==> config.mk <==
export PLATFORM = sky130hd
export DESIGN_NAME = dirty_flush_walker
export DESIGN_NICKNAME = d
export VERILOG_FILES = /design/src/rtl/dirty_flush_walker.sv
export SDC_FILE = /design/constraint.sdc
export NUM_CORES = 1
export LEC_CHECK = 0
export BUFFER_PORTS_ARGS = -buffer_cell sky130_fd_sc_hd__clkbuf_2
export CORE_MARGIN = 1.5
export CORE_UTILIZATION = 50
export CTS_CLUSTER_SIZE = 25
export DETAILED_ROUTE_END_ITERATION = 10
export PLACE_DENSITY = 0.78
export SKIP_LAST_GASP = 1
export SYNTH_ARGS = -nofsm -noshare
export SYNTH_HDL_FRONTEND = slang
export SYNTH_SLANG_ARGS = --single-unit
==> constraint.sdc <==
create_clock -name CLKA -period 2.15 [get_ports CLKA]
set_input_delay 0.1075 -clock CLKA [delete_from_list [all_inputs] [get_ports CLKA]]
set_output_delay 0.1075 -clock CLKA [all_outputs]
set_load 0.01 [all_outputs]
==> src/rtl/dirty_flush_walker.sv <==
// rtl/dirty_flush_walker.sv - dirty-bit flush walker with writeback handshake; optional clear via DIRTY_FLUSH_CLEAR_EN
module dirty_flush_walker #(
    parameter int NUM_SETS = 128,
    parameter int ADDR_W   = 7
) (
    input  logic              CLKA,
    input  logic              RST_N,
    input  logic              FLUSH_REQ,
    output logic              FLUSH_BUSY,
    output logic              FLUSH_DONE,
    output logic              RF_EN,
    output logic              RF_WE,
    output logic              RF_DIN,
    output logic [ADDR_W-1:0] RF_ADDR,
    input  logic              RF_DOUT,
    output logic              WB_VALID,
    input  logic              WB_READY,
    output logic [ADDR_W-1:0] WB_SET,
    output logic [7:0]        WB_COUNT
);

`ifdef DIRTY_FLUSH_CLEAR_EN
    typedef enum logic [2:0] {S_IDLE, S_READ, S_WB, S_CLEAR, S_DONE} state_t;
`else
    typedef enum logic [2:0] {S_IDLE, S_READ, S_WB, S_DONE} state_t;
`endif

    localparam logic [ADDR_W-1:0] LAST_IDX = ADDR_W'(NUM_SETS - 1);

    state_t            state;
    state_t            state_nxt;
    logic [ADDR_W-1:0] idx;
    logic [ADDR_W-1:0] idx_nxt;
    logic [7:0]        wb_count;
    logic [7:0]        wb_count_nxt;
    logic              at_last;

    assign at_last  = (idx == LAST_IDX);
    assign RF_DIN   = 1'b0;
    assign WB_COUNT = wb_count;

    // State, set index and writeback counter registers
    always_ff @(posedge CLKA) begin
        if (!RST_N) begin
            state    <= S_IDLE;
            idx      <= '0;
            wb_count <= '0;
        end else begin
            state    <= state_nxt;
            idx      <= idx_nxt;
            wb_count <= wb_count_nxt;
        end
    end

    // Next-state and output decode; advancing from the last set goes to DONE, never wraps
    always_comb begin
        state_nxt    = state;
        idx_nxt      = idx;
        wb_count_nxt = wb_count;
        FLUSH_BUSY   = 1'b0;
        FLUSH_DONE   = 1'b0;
        RF_EN        = 1'b0;
        RF_WE        = 1'b0;
        RF_ADDR      = '0;
        WB_VALID     = 1'b0;
        WB_SET       = '0;
        case (state)
            S_IDLE: begin
                if (FLUSH_REQ) begin
                    state_nxt    = S_READ;
                    idx_nxt      = '0;
                    wb_count_nxt = '0;
                end
            end
            S_READ: begin
                FLUSH_BUSY = 1'b1;
                RF_EN      = 1'b1;
                RF_ADDR    = idx;
                if (RF_DOUT) begin
                    state_nxt = S_WB;
                end else if (at_last) begin
                    state_nxt = S_DONE;
                end else begin
                    idx_nxt = idx + ADDR_W'(1);
                end
            end
            S_WB: begin
                FLUSH_BUSY = 1'b1;
                WB_VALID   = 1'b1;
                WB_SET     = idx;
                if (WB_READY) begin
                    wb_count_nxt = wb_count + 8'd1;
`ifdef DIRTY_FLUSH_CLEAR_EN
                    state_nxt = S_CLEAR;
`else
                    if (at_last) begin
                        state_nxt = S_DONE;
                    end else begin
                        state_nxt = S_READ;
                        idx_nxt   = idx + ADDR_W'(1);
                    end
`endif
                end
            end
`ifdef DIRTY_FLUSH_CLEAR_EN
            S_CLEAR: begin
                FLUSH_BUSY = 1'b1;
                RF_EN      = 1'b1;
                RF_WE      = 1'b1;
                RF_ADDR    = idx;
                if (at_last) begin
                    state_nxt = S_DONE;
                end else begin
                    state_nxt = S_READ;
                    idx_nxt   = idx + ADDR_W'(1);
                end
            end
`endif
            S_DONE: begin
                FLUSH_DONE = 1'b1;
                state_nxt  = S_IDLE;
            end
            default: begin
                state_nxt = S_IDLE;
            end
        endcase
    end

endmodule

==> flow_summary.yaml <==
logic_synthesis:
  synth_seq_area_share_pct: 31.26
  synth.largest_area_cell: "dfxtp_1"
  syn_area_per_cell_sq_um: 8.063
  synthCells: 135
  synth.cell_area_sq_mm: 0.001089
  synth_seq_cells: 17
  synth.distinct_cells: 36
  ys_warn_count: 0
  synth_top_cell_area_share_pct: 31.26
  synth_area_leaders: "dfxtp_1 (31%), ha_1 (8.0%), and2_1 (7.5%), o21ai_0 (6.4%), a21oi_1 (5.1%)"
clocking:
  numCtsBuffers: 3
  postCtsResizedCells: 0
  clock_latency_ns: 0.29
  ctsHoldBuffers: 0
  root_buffer: "clkbuf_4"
  cts_tree: "done"
  postCtsSetupRepairBufs: 0
  cts-htree-levels: 1
  cts_buffer_depth: 2
  cts.sinks: 17
  clkTransAtPathRegs_ns: 0.11
placement:
  hpwlAfterDp_mm: 2.031
  portBuffers: 30
  gp_congestion: 0.8110
  postPlaceCellArea_sq_mm: 0.001284
pwr:
  p_per_area_mw_per_mm2: 810.9
  leakagePower_uw: 0.0005742
  vdd_drop_max_mv: 0.7599
grt:
  groute.usage.overall_pct: 21.94
  grt_max_degree: 10
  antenna_found_initial: 0
  grt-ovfl-total: 0
  grt_first_pass_wirelength_mm: 4.271
  grtUsageMet1_pct: 26.60
  gr-usage-met2_pct: 38.89
  grt_pass1_vias: 992
  met3_usage_pct: 3.030
  grt.busiest_layer: "met2"
final_layout:
  n_antenna_cell: 0
  final_area_sq_mm: 0.001311
  drive_gt1_share_pct: 27.65
  most-common-layout-cells: "clkbuf_2 (30), dfxtp_1 (16), o21ai_0 (14)"
  area_growth_pct: 20.46
  final_common_cell: "clkbuf_2"
  nets: 183
die:
  rows: 16
  core_area_sq_mm: 0.002002
  start_util_pct: 54.38
  die_area_sq_mm: 0.002466
  chipWidth_um: 49.66
  pin_count: 33
  die_height_um: 49.66
detailed_routing:
  drtIter0Drc: 39
  drc: 0
  drt-vias-per-instance: 5.721
  drt_wl_total_mm: 2.663
  ant_nets: 0
  avgRoutedWirePerCell_um: 13.52
  dr.pass1.iters: 4
  vias: 1127
timing:
  fin_skew_ns: 0.006899
  hold_viol: 0
  setup_tns_ns: 0
  hold_ws_ns: 0.1584
  slew_viol_final: 0
  layout_min_cycle_time_ns: 2.059
  rsz0062_at_grt: "false"
  setup_viol: 0
  post-route-period-util_pct: 95.75
  max_freq_ghz: 0.4858
worst_setup_path:
  worstSetupPathType: "flop to flop"
  endpoint_kind: "flop"
  worstReg2RegStart: "state[1]"
  arrival_ns: 2.29
  worstPathRequired_ns: 2.38
  startpoint_type: "flop"
  r2r_slack_ns: 0.09
  critPathMaxFanout: 6
  crit_path_start: "state[1]"
status:
  outcome: "completed"
min_path:
  hp-start: "RST_N"
  min_path_type: "primary input to flop"
job:
  max-cap-violations: 0
[per-stage QoR]
| stage | total power (uW) | setup WS (ns) | util, % | std cells |
|---|---|---|---|---|
| 2_1_floorplan | 721.6 | 0.1819 | - | 136 |
| 3_3_place_gp | 864.2 | 0.1620 | 64.13 | 193 |
| 3_5_place_dp | 877.7 | 0.06332 | 64.13 | 193 |
| 4_1_cts | 1050 | 0.03219 | 65.44 | 197 |
| 5_1_grt | 1129 | 0.01765 | 65.50 | 197 |
| 6_report | 1063 | 0.09135 | 65.50 | 197 |
[state kept, by name, summed over array words and instances (netlist names)]
name and count:
state 2, WB_COUNT 8, idx 7
[routing by layer]
metal | routed length, um | part of all wire [%] | vias to the layer above
li1 | - | - | 561
met1 | 1190 | 45 | 521
met2 | 1286 | 48 | 37
met3 | 132 | 5.0 | 8
met4 | 53 | 2.0 | 0
met5 | 0 | 0 | -
[synthesized netlist by cell type, drive strengths merged]
| library cell | count |
|---|---|
| dfxtp | 17 |
| o21ai | 14 |
| and2 | 13 |
| a21oi | 11 |
| nand2 | 11 |
| ha | 7 |
| inv | 7 |
| nand3 | 7 |
| or3 | 7 |
| nor2 | 4 |
| o221a | 4 |
| buf | 3 |
| or4 | 3 |
| and3 | 2 |
| nand2b | 2 |
| nand4 | 2 |
| nor2b | 2 |
| nor3b | 2 |
| o31ai | 2 |
| o32ai | 2 |
| or2 | 2 |
| a31oi | 1 |
| clkbuf | 1 |
| conb | 1 |
| mux2i | 1 |
| nand3b | 1 |
| nor3 | 1 |
| nor4 | 1 |
| o2111ai | 1 |
| o211a | 1 |
| or2b | 1 |
| xnor2 | 1 |
[power by group]
part           internal (uW)  switching (uW)  total, uW  leakage, uW
Combinational            190             317        507     0.000422
Sequential               344            35.9        380     0.000138
Clock                   72.0             104        176    0.0000150
[critical path, stage by stage, from the launching register on]
cell	delay [ns]
dfxtp_1	0.40
inv_1	0.11
ha_1	0.28
nor2b_4	0.16
or4_4	0.55
or3_1	0.37
a21oi_1	0.14
[final timing paths]
kind	cells past startpoint	end
max	6	WB_COUNT[7]
min	3	state[0]
max reg2reg	6	WB_COUNT[7]
min reg2reg	2	WB_COUNT[7]
[logic make-up after synthesis]
| kind of cell | synth area share [%] |
|---|---|
| AO/OA/AOI/OAI | 21.61 |
| multiplexers | 0.9196 |
| adder cells (fa/ha/maj) | 8.046 |
| buffers and inverters | 4.482 |
| flip-flops | 31.26 |
| AND/OR/NAND/NOR | 32.53 |
| other | 0.3445 |
| XOR/XNOR | 0.8047 |
[cell type report]
cell class	instances	area, sq um
Sequential cell	17	341.6
Clock buffer	4	26.28
Multi-Input combinational cell	108	703.2
Fill cell	185	690.7
Tap cell	27	33.78
Timing Repair Buffer	34	180.2
Inverter	7	26.28
Power figures use the tool's default switching activity.
